==> src/rtl/tas_seq_pkg.sv <==
// Shared types and constants for the TAS gain sequencer: FSM state encoding
// and the power-up register init table sent before any gain update.
package tas_seq_pkg;

   typedef enum logic [2:0] {
      ST_IDLE,
      ST_START,
      ST_BIT,
      ST_ACK,
      ST_STOP,
      ST_GAP
   } state_t;

   localparam int unsigned INIT_LEN   = 4;
   localparam int unsigned INIT_IDX_W = $clog2(INIT_LEN);

   // {register index, data byte}; sent in order after every reset
   localparam logic [15:0] INIT_TABLE [INIT_LEN] = '{
      16'h0000,
      16'h7F00,
      16'h0312,
      16'h0455
   };

   function automatic logic [15:0] init_entry(input logic [INIT_IDX_W-1:0] idx);
      return INIT_TABLE[idx];
   endfunction

endpackage

==> src/rtl/tas_gain_sequencer_phase.sv <==
// tas_i2c_phase_gen: divides clk_clk into SCL quarter-periods of QDIV cycles.
// tick marks the last cycle of a quarter; quarter counts 0..3 and wraps.
// Counters are held at zero while run is low and cleared by clr.
module tas_i2c_phase_gen #(
   parameter int unsigned QDIV = 125
) (
   input  logic       clk_clk,
   input  logic       reset_reset,
   input  logic       run,
   input  logic       clr,
   output logic       tick,
   output logic [1:0] quarter
);

   localparam int unsigned CW = (QDIV > 1) ? $clog2(QDIV) : 1;

   logic [CW-1:0] cnt_q, cnt_d;
   logic [1:0]    qtr_q, qtr_d;

   assign tick    = run & (cnt_q == CW'(QDIV - 1));
   assign quarter = qtr_q;

   // next cycle / quarter count
   always_comb begin
      cnt_d = cnt_q;
      qtr_d = qtr_q;
      if (!run || clr) begin
         cnt_d = '0;
         qtr_d = '0;
      end else if (tick) begin
         cnt_d = '0;
         qtr_d = qtr_q + 2'd1;
      end else begin
         cnt_d = cnt_q + CW'(1);
      end
   end

   // counter registers
   always_ff @(posedge clk_clk) begin
      if (reset_reset) begin
         cnt_q <= '0;
         qtr_q <= '0;
      end else begin
         cnt_q <= cnt_d;
         qtr_q <= qtr_d;
      end
   end

endmodule

==> src/rtl/tas_gain_sequencer.sv <==
// tas_gain_sequencer: I2C write-only master for a TAS amplifier. After reset
// it sends the init table, then forwards coalesced AGC gain requests as
// master-volume register writes. Each transaction is
// START, addr, reg, data, STOP, GAP.
// Optional macro TAS_SEQ_ACK_CHECK_EN enables NACK detection, the sticky err
// flag and up to 3 retries per transaction.
module tas_gain_sequencer
   import tas_seq_pkg::*;
#(
   parameter int unsigned QDIV     = 125,
   parameter logic [6:0]  DEV_ADDR = 7'h1B,
   parameter logic [7:0]  VOL_REG  = 8'h07
) (
   input  logic       clk_clk,
   input  logic       reset_reset,
   input  logic       gain_valid,
   input  logic [7:0] gain_data,
   output logic       gain_ready,
   output logic       init_done,
   output logic       busy,
   output logic       err,
   output logic       tas_scl_export,
   output logic       tas_sda_oe,
   input  logic       tas_sda_in
);

   state_t                state_q, state_d;
   logic [INIT_IDX_W-1:0] init_idx_q, init_idx_d;
   logic                  init_done_q, init_done_d;
   logic                  pend_q, pend_d;
   logic [7:0]            pend_data_q, pend_data_d;
   logic                  src_init_q, src_init_d;
   logic [7:0]            shift_q, shift_d;
   logic [2:0]            bit_cnt_q, bit_cnt_d;
   logic [1:0]            byte_cnt_q, byte_cnt_d;
   logic [7:0]            reg_q, reg_d;
   logic [7:0]            data_q, data_d;
   logic                  busy_q, busy_d;
   logic                  scl_q, scl_d;
   logic                  sda_oe_q, sda_oe_d;

   logic                  q_tick;
   logic [1:0]            quarter;
   logic                  accept;
   logic                  go_retry, go_init, go_gain;
   logic                  nack_stop;
   logic                  entry_done;

`ifdef TAS_SEQ_ACK_CHECK_EN
   localparam logic [1:0] MAX_RETRIES = 2'd3;
   logic       nack_q, nack_d;
   logic       err_q, err_d;
   logic       retry_q, retry_d;
   logic [1:0] retry_cnt_q, retry_cnt_d;
   assign err = err_q;
`else
   logic sda_in_unused;
   assign sda_in_unused = tas_sda_in;
   assign err = 1'b0;
`endif

   assign gain_ready     = init_done_q;
   assign init_done      = init_done_q;
   assign busy           = busy_q;
   assign tas_scl_export = scl_q;
   assign tas_sda_oe     = sda_oe_q;
   assign accept         = gain_valid & init_done_q;

   tas_i2c_phase_gen #(
      .QDIV(QDIV)
   ) u_phase (
      .clk_clk    (clk_clk),
      .reset_reset(reset_reset),
      .run        (state_q != ST_IDLE),
      .clr        (state_d != state_q),
      .tick       (q_tick),
      .quarter    (quarter)
   );

   // transaction sequencing, init walk and gain coalescing
   always_comb begin
      state_d     = state_q;
      init_idx_d  = init_idx_q;
      init_done_d = init_done_q;
      pend_d      = pend_q;
      pend_data_d = pend_data_q;
      src_init_d  = src_init_q;
      shift_d     = shift_q;
      bit_cnt_d   = bit_cnt_q;
      byte_cnt_d  = byte_cnt_q;
      reg_d       = reg_q;
      data_d      = data_q;
      entry_done  = 1'b0;
      go_init     = ~init_done_q;
      go_gain     = init_done_q & pend_q;
`ifdef TAS_SEQ_ACK_CHECK_EN
      nack_d      = nack_q;
      err_d       = err_q;
      retry_d     = retry_q;
      retry_cnt_d = retry_cnt_q;
      go_retry    = retry_q;
      nack_stop   = nack_q;
`else
      go_retry    = 1'b0;
      nack_stop   = 1'b0;
`endif

      case (state_q)
         ST_IDLE: begin
            if (go_retry || go_init || go_gain) begin
               state_d    = ST_START;
               shift_d    = {DEV_ADDR, 1'b0};
               bit_cnt_d  = '0;
               byte_cnt_d = '0;
`ifdef TAS_SEQ_ACK_CHECK_EN
               nack_d     = 1'b0;
               retry_d    = 1'b0;
`endif
               // a retry resends the latched reg/data untouched
               if (!go_retry) begin
                  if (go_init) begin
                     {reg_d, data_d} = init_entry(init_idx_q);
                     src_init_d      = 1'b1;
                  end else begin
                     reg_d      = VOL_REG;
                     data_d     = pend_data_q;
                     pend_d     = 1'b0;
                     src_init_d = 1'b0;
                  end
               end
            end
         end
         ST_START: begin
            if (q_tick && quarter == 2'd3) state_d = ST_BIT;
         end
         ST_BIT: begin
            if (q_tick && quarter == 2'd3) begin
               if (bit_cnt_q == 3'd7) begin
                  state_d   = ST_ACK;
                  bit_cnt_d = '0;
               end else begin
                  bit_cnt_d = bit_cnt_q + 3'd1;
                  shift_d   = {shift_q[6:0], 1'b0};
               end
            end
         end
         ST_ACK: begin
`ifdef TAS_SEQ_ACK_CHECK_EN
            if (q_tick && quarter == 2'd2 && tas_sda_in) begin
               nack_d = 1'b1;
               err_d  = 1'b1;
            end
`endif
            if (q_tick && quarter == 2'd3) begin
               if (nack_stop || byte_cnt_q == 2'd2) begin
                  state_d = ST_STOP;
               end else begin
                  state_d    = ST_BIT;
                  byte_cnt_d = byte_cnt_q + 2'd1;
                  shift_d    = (byte_cnt_q == 2'd0) ? reg_q : data_q;
               end
            end
         end
         ST_STOP: begin
            if (q_tick && quarter == 2'd2) state_d = ST_GAP;
         end
         ST_GAP: begin
            if (q_tick && quarter == 2'd3) begin
               state_d    = ST_IDLE;
               entry_done = 1'b1;
`ifdef TAS_SEQ_ACK_CHECK_EN
               if (nack_q && retry_cnt_q != MAX_RETRIES) begin
                  retry_cnt_d = retry_cnt_q + 2'd1;
                  retry_d     = 1'b1;
                  entry_done  = 1'b0;
               end else begin
                  retry_cnt_d = '0;
               end
`endif
               // a dropped init entry still advances the walk
               if (entry_done && src_init_q) begin
                  if (init_idx_q == INIT_IDX_W'(INIT_LEN - 1)) init_done_d = 1'b1;
                  else init_idx_d = init_idx_q + INIT_IDX_W'(1);
               end
            end
         end
         default: state_d = ST_IDLE;
      endcase

      // acceptance wins over the clear done on IDLE->START in the same cycle
      if (accept) begin
         pend_d      = 1'b1;
         pend_data_d = gain_data;
      end

      busy_d = (state_d != ST_IDLE);
   end

   // bus pin levels for the current state and quarter
   always_comb begin
      scl_d    = 1'b1;
      sda_oe_d = 1'b0;
      case (state_q)
         ST_START: begin
            scl_d    = (quarter < 2'd2);
            sda_oe_d = 1'b1;
         end
         ST_BIT: begin
            scl_d    = (quarter == 2'd1) || (quarter == 2'd2);
            sda_oe_d = ~shift_q[7];
         end
         ST_ACK: begin
            scl_d    = (quarter == 2'd1) || (quarter == 2'd2);
            sda_oe_d = 1'b0;
         end
         ST_STOP: begin
            scl_d    = (quarter != 2'd0);
            sda_oe_d = (quarter != 2'd2);
         end
         default: ;
      endcase
   end

   // state and output registers
   always_ff @(posedge clk_clk) begin
      if (reset_reset) begin
         state_q     <= ST_IDLE;
         init_idx_q  <= '0;
         init_done_q <= 1'b0;
         pend_q      <= 1'b0;
         pend_data_q <= '0;
         src_init_q  <= 1'b0;
         shift_q     <= '0;
         bit_cnt_q   <= '0;
         byte_cnt_q  <= '0;
         reg_q       <= '0;
         data_q      <= '0;
         busy_q      <= 1'b0;
         scl_q       <= 1'b1;
         sda_oe_q    <= 1'b0;
`ifdef TAS_SEQ_ACK_CHECK_EN
         nack_q      <= 1'b0;
         err_q       <= 1'b0;
         retry_q     <= 1'b0;
         retry_cnt_q <= '0;
`endif
      end else begin
         state_q     <= state_d;
         init_idx_q  <= init_idx_d;
         init_done_q <= init_done_d;
         pend_q      <= pend_d;
         pend_data_q <= pend_data_d;
         src_init_q  <= src_init_d;
         shift_q     <= shift_d;
         bit_cnt_q   <= bit_cnt_d;
         byte_cnt_q  <= byte_cnt_d;
         reg_q       <= reg_d;
         data_q      <= data_d;
         busy_q      <= busy_d;
         scl_q       <= scl_d;
         sda_oe_q    <= sda_oe_d;
`ifdef TAS_SEQ_ACK_CHECK_EN
         nack_q      <= nack_d;
         err_q       <= err_d;
         retry_q     <= retry_d;
         retry_cnt_q <= retry_cnt_d;
`endif
      end
   end

endmodule

==> config.mk <==
export PLATFORM = sky130hd
export DESIGN_NAME = tas_gain_sequencer
export DESIGN_NICKNAME = d
export VERILOG_FILES = /design/src/rtl/tas_seq_pkg.sv /design/src/rtl/tas_gain_sequencer_phase.sv /design/src/rtl/tas_gain_sequencer.sv
export SDC_FILE = /design/constraint.sdc
export NUM_CORES = 1
export LEC_CHECK = 0
export BUFFER_PORTS_ARGS = -buffer_cell sky130_fd_sc_hd__buf_2
export CORE_AREA = 2 2 70 72
export CTS_BUF_LIST = sky130_fd_sc_hd__clkbuf_4
export DETAILED_ROUTE_END_ITERATION = 8
export DIE_AREA = 0 0 72 74
export HOLD_SLACK_MARGIN = 0.03
export PLACE_DENSITY = 0.87
export SYNTH_ARGS = -nofsm -noshare
export SYNTH_HDL_FRONTEND = slang
export SYNTH_SLANG_ARGS = --single-unit
==> constraint.sdc <==
create_clock -name clk_clk -period 5.6 [get_ports clk_clk]
set_input_delay 0.28 -clock clk_clk [delete_from_list [all_inputs] [get_ports clk_clk]]
set_output_delay 0.28 -clock clk_clk [all_outputs]
set_load 0.01 [all_outputs]
Word-level counts from Yosys, hierarchy flattened
Index checks and enable logic that the tools add are counted.
W data, S select, Z words.
- $add $sub $neg: 5
- multiply operators: 0
- div/mod/pow operators: 0
- order comparisons: 2
- eq/ne operators: 19
- shift operators: 0
- multiplexer cells: 36
- bitwise gates (word level): 7
- reductions and logical operators: 27
- operator list (operator ; count):
    $mux W8 ; 8
    $mux W3 ; 11
    $bmux W16 S2 ; 1
    $mux W16 ; 2
    $pmux W8 S3 ; 1
    $pmux W3 S6 ; 1
    $ne A2 B2 Y1 const B ; 6
    $reduce_and A4 Y1 ; 3
    $reduce_bool A2 Y1 ; 6
    $eq A3 B3 Y1 const B ; 3
    $reduce_bool A3 Y1 ; 3
    $eq A2 B2 Y1 const B ; 4
    $add A7 B1 Y7 const B ; 1
    $eq A7 B7 Y1 const B ; 1
    $add A2 B1 Y2 const B ; 3
    $eq A3 B2 Y1 const B ; 2
    $mux W2 ; 3
    $pmux W1 S3 ; 2
    $pmux W3 S2 ; 1
    $reduce_and A3 Y1 ; 2
    $reduce_and A6 Y1 ; 1
    $mux W1 ; 5
    $pmux W2 S2 ; 1
    $reduce_or A2 Y1 ; 2
    other kinds (16) ; 23
- flip-flop bits (word level): 57
- bits in latches: 0
- memory bits (writable): 0
- memory bits (read-only): 0
- bits of input ports: 12
- output and inout port bits: 6
- logic and storage cells: 112
- memories: 0

Longest topological paths before layout
- depth in word-level cells: 8
- mapped depth: 7
- gate-level depth less buffers: 6

Cells and area by module
A second synthesis with hierarchy kept.
- cell total of the unflattened synthesis: 298
- area total of the unflattened synthesis: 2607.5 um2
- by module, submodules not included (module ; instances ; cells an instance ; area an instance (um2)):
    tas_gain_sequencer ; 1 ; 252 ; 2192.1
    tas_i2c_phase_gen ; 1 ; 46 ; 415.4

Least setup slack after synthesis
OpenSTA, ideal clock, no wires.
- path kind: register to register
- start point: register u_phase.cnt_q[0]
- end point: register shift_q[0]
- library setup time: 0.070 ns
- data arrival time: 1.698 ns
- required time: 5.530 ns
- path slack: 3.831 ns
- cell stages (with the launch flop): 7
- path buffers: 0
- cells stage by stage: dfxtp_1 > inv_1 > ha_1 > nand4_2 > o32a_4 > or4_1 > a21oi_1
- word-level cells in the longest chain between the ends: 5
- ends and longest elaborated chain (what ; RTL line ; text):
    from (decl) ; tas_gain_sequencer_phase.sv:17 ; logic [CW-1:0] cnt_q, cnt_d;
    from (signal assigned) ; tas_gain_sequencer_phase.sv:44 ; cnt_q <= cnt_d;
    $eq A7 B7 Y1 * ; tas_gain_sequencer_phase.sv:20 ; assign tick = run & (cnt_q == CW'(QDIV - 1));
    $and A1 B1 Y1 * ; tas_gain_sequencer_phase.sv:20 ;
    $logic_and A1 B1 Y1 * ; tas_gain_sequencer.sv:137, tas_gain_sequencer.sv:154 ;
    $ne A2 B2 Y1 (no source line) ; -- ;
    $reduce_and A6 Y1 (no source line) * ; -- ;
    to (signal assigned) ; tas_gain_sequencer.sv:254 ; shift_q <= shift_d;
    to (decl) ; tas_gain_sequencer.sv:33 ; logic [7:0] shift_q, shift_d;
Every way passes the cells marked *; elsewhere a longest branch is shown, timed or not.
A chain may end at the register's enable or synchronous reset.

Worst setup path after layout
- start point: register state_q[1]
- end point: register shift_q[7]
- word-level cells in the longest chain between the ends: 5
- ends and longest elaborated chain (what ; RTL line ; text):
    from (decl) ; tas_gain_sequencer.sv:27 ; state_t state_q, state_d;
    from (signal assigned) ; tas_gain_sequencer.sv:248 ; state_q <= state_d;
    $reduce_bool A3 Y1 ; tas_gain_sequencer.sv:74 ; .run (state_q != ST_IDLE),
    $and A1 B1 Y1 ; tas_gain_sequencer_phase.sv:20 ;
    $logic_and A1 B1 Y1 ; tas_gain_sequencer.sv:137, tas_gain_sequencer.sv:154 ;
    $ne A2 B2 Y1 (no source line) ; -- ;
    $reduce_and A6 Y1 (no source line) ; -- ;
Parallel ways exist; a longest one is shown, timed or not.

==> run_results.csv <==
group,metric,value,unit
power,leakage,1.04,nW
route,wire_per_inst,13.9,microns
synthesis,synth_area_per_cell,8.46,sq um
floorplanning,die_footprint,5330,sq um
run,drv.max_cap_violation_count,0,
route,wl,5100,microns
sta,fin_setup_tns,0,ns
route,avgViaCountPerCell,5.92,
clock_tree,source_to_sink_clock_delay_at_the_later_pin_of_the_worst_skew_pair,0.37,ns
finish,area_delta_synth_final,5.65,%
critical_path,worst_path_largest_cell_delay,0.81,ns
sta,period_share,40.9,%
sta,final_hold_viol_count,0,
sta,final_critical_period,2.29,ns
floorplanning,dieWidth,72,microns
synthesis,synth_top_area_cell,"sky130_fd_sc_hd__dfxtp_1",
placement,numPlacedInstances,360,
clock_tree,cts_tree,"yes",
critical_path,path_class,"reg2reg",
synthesis,yosys-top-cells-count,"sky130_fd_sc_hd__dfxtp_1, sky130_fd_sc_hd__nor2_1, sky130_fd_sc_hd__a21oi_1",
placement,count_of_input_and_output_buffers,15,
sta,fin_skew,0.00805,ns
hold_path,min_to,"pend_data_q[7]",
placement,gp_congestion,0.929,
clock_tree,tritoncts_num_sinks,52,
floorplanning,die_h,74,microns
route,route.vias.total,2179,
critical_path,worst_reg2reg_endpoint,"shift_q[7]",
sta,achievable-frequency,437,MHz
power,fin_total_pwr,0.000643,W
finish,antenna-diode-count,0,
placement,hpwl,3580,microns
clock_tree,cts.reportedPaths.clkPinSlew,0.15,ns
synthesis,yosysTopAreaCellShare,39.8,%
hold_path,hold_path.class,"in2reg",
synthesis,synth_cells,309,
synthesis,synth-edff-count,0,
floorplanning,initial_utilization,56.8,%
floorplanning,floorplan.rows,25,
finish,final.fill_count,403,
critical_path,setup.worst_path.start_class,"flop",
route,remaining_drc_errors,0,
hold_path,min_from,"gain_data[7]",
sta,max-slew-margin-rel,44.1,%
global_routing,maximum_number_of_pins_on_one_net_before_global_route_repair,44,
sta,timing.hold.ws,0.131,ns
clock_tree,cts_resized,0,
clock_tree,clock_buffer_count_from_cts,5,
synthesis,ys_ff_latch,52,
critical_path,cp_data_arrival_time,2.56,ns
synthesis,synthesis.area,2610,sq um
run_status,outcome,"completed",
critical_path,critical_path.cell_chain,"nor3_2, o32ai_2, nand2_1, o41ai_1",
critical_path,worst_setup_path_end_kind,"flop",
synthesis,synth.most_common_cell,"sky130_fd_sc_hd__dfxtp_1",
critical_path,critPathMaxFanout,21,
sta,rsz0062_at_grt,"no",
critical_path,critical_path.reg2reg.startpoint,"state_q[1]",
critical_path,cpMaxStageDelayCell,"sky130_fd_sc_hd__dfxtp_1",
route,drt_pass1_iterations,4,
global_routing,vias_in_the_first_global_route,2017,
synthesis,netlist_top_cells_area,"sky130_fd_sc_hd__dfxtp_1, sky130_fd_sc_hd__a21oi_1, sky130_fd_sc_hd__ha_1",
critical_path,worst-r2r-cell-count,4,
global_routing,grt.overflow.total,0,
synthesis,synth.distinct_cells,50,
clock_tree,cts_buffer_depth,2,
global_routing,grt_first_pass_wirelength,8850,microns
sta,finalSetupViolations,0,
finish,final_core_util,60.1,%
critical_path,worst_ep_required_time,5.87,ns
floorplanning,core_area,4600,sq um
synthesis,async_reset_ff_share,0,%
synthesis,ys.warnings.count,0,
clock_tree,hold_buffer_count_at_cts,0,
hold_path,hold_path_depth,3,
route,dr.first_iter.drc_count,150,
synthesis,synth_ff_type,"sky130_fd_sc_hd__dfxtp_1",
finish,post_route_cells_drive_above_1_share,10.8,%
synthesis,synth_nets,333,
finish,layoutNonFillerInstCount,368,
synthesis,synth_sequential_area_ratio,39.8,%
critical_path,worst-r2r-setup-slack,3.31,ns
power,total_power_density_per_cell_area,233,nW/um^2
clock_tree,post_cts.repair.setup_buffers,0,
power,peakVddDrop,0.169,mV
floorplanning,pin_count,18,
route,final_antenna_net_count,0,
sta,final_max_slew_viol_count,0,
global_routing,grt_antenna_before_repair,0,
clock_tree,ctsHtreeMaxLevel,2,
global_routing,grt_util_all_layers,21.0,%
clock_tree,cts-root-buf,"sky130_fd_sc_hd__clkbuf_4",
sta,worst-slew-pin-transition,0.838,ns
finish,design.final.nets,337,
## cell type report
type / count / area, sq um / share of cell area [%]
multi-input cells: 225 / 1440 / 52.2
inverters: 13 / 48.8 / 1.77
repair buffers: 16 / 82.6 / 2.99
well taps: 54 / 67.6 / 2.45
flip-flops and latches: 52 / 1040 / 37.7
clock buffers: 5 / 37.5 / 1.36
clock inverters: 3 / 42.5 / 1.54
## critical path: cells and delay by family, from the launching register on
kind | cells | cell delay, ns
AND/OR/NAND/NOR | 2 | 0.44
AO/OA/AOI/OAI | 2 | 0.93
flip-flops | 1 | 0.81
## worst max-delay path by stage
stage                                start          to  cells past startpoint
after floorplan           u_phase.cnt_q[0]  shift_q[0]                      6
after global placement          state_q[2]  shift_q[0]                      4
after detailed placement        state_q[2]  shift_q[7]                      4
after CTS                       state_q[1]  shift_q[7]                      4
after global routing            state_q[1]  shift_q[7]                      4
final                           state_q[1]  shift_q[7]                      4
## power by group
group	leakage, nW	total, W	switching, W	internal, W
Combinational	0.573	0.0000492	0.0000327	0.0000165
Sequential	0.423	0.000383	0.00000457	0.000378
Clock	0.0412	0.000210	0.000117	0.0000932
Total	1.04	0.000643	0.000154	0.000488
## registers in the layout, indices dropped and copies added (netlist names), 2 cells and up
signal and count:
bit_cnt_q 3, byte_cnt_q 2, data_q 8, init_idx_q 2
pend_data_q 8, reg_q 3, shift_q 8, state_q 3
u_phase.cnt_q 7, u_phase.quarter 2
## layer usage
metal  global-route usage (%)  up-vias  part of all wire (%)  wire length [microns]
met3                     2.85        9                   4.3                    218
met2                     36.2       48                    49                   2480
met5                        0        -                     0                      0
met4                     9.64        0                   1.9                     99
met1                     26.2     1009                    45                   2300
li1                         -     1113                     -                      -
## per-stage QoR
stage          cell area (sq um)  worst slack (ns)
3_5_place_dp                2680              3.39
2_1_floorplan               2610              3.83
5_1_grt                     2760              3.10
3_3_place_gp                2680              3.44
6_report                    2760              3.31
4_1_cts                     2760              3.35
## cell usage in the layout (no fill, tap or decap), types with 4 or more instances in the layout
| cell type | count |
|---|---|
| sky130_fd_sc_hd__a31oi_1 | 4 |
| sky130_fd_sc_hd__nor2_1 | 35 |
| sky130_fd_sc_hd__nand3_1 | 16 |
| sky130_fd_sc_hd__mux2i_1 | 10 |
| sky130_fd_sc_hd__xor2_1 | 5 |
| sky130_fd_sc_hd__a2111oi_0 | 4 |
| sky130_fd_sc_hd__a211oi_1 | 8 |
| sky130_fd_sc_hd__buf_2 | 15 |
| sky130_fd_sc_hd__nand2b_1 | 6 |
| sky130_fd_sc_hd__a21oi_1 | 33 |
| sky130_fd_sc_hd__dfxtp_1 | 52 |
| sky130_fd_sc_hd__inv_1 | 13 |
| sky130_fd_sc_hd__nor3_1 | 6 |
| sky130_fd_sc_hd__nand2_1 | 23 |
| sky130_fd_sc_hd__o211ai_1 | 5 |
| sky130_fd_sc_hd__and3_1 | 5 |
| sky130_fd_sc_hd__nand3b_1 | 4 |
| sky130_fd_sc_hd__ha_1 | 12 |
| sky130_fd_sc_hd__clkbuf_4 | 5 |
| sky130_fd_sc_hd__o21ai_0 | 8 |
## kinds of logic (layout without fill, tap and decap cells)
| logic type | Yosys count | after routing | synth area share, % |
|---|---|---|---|
| flip-flops | 52 | 52 | 39.8 |
| XOR/XNOR | 8 | 8 | 2.68 |
| adder cells (fa/ha/maj) | 12 | 12 | 5.74 |
| multiplexers | 10 | 10 | 3.83 |
| other | 1 | 1 | 0.143 |
| AO/OA/AOI/OAI | 79 | 79 | 20.3 |
| buffers and inverters | 32 | 37 | 5.03 |
| AND/OR/NAND/NOR | 115 | 115 | 22.4 |
Power figures use the tool's default switching activity.
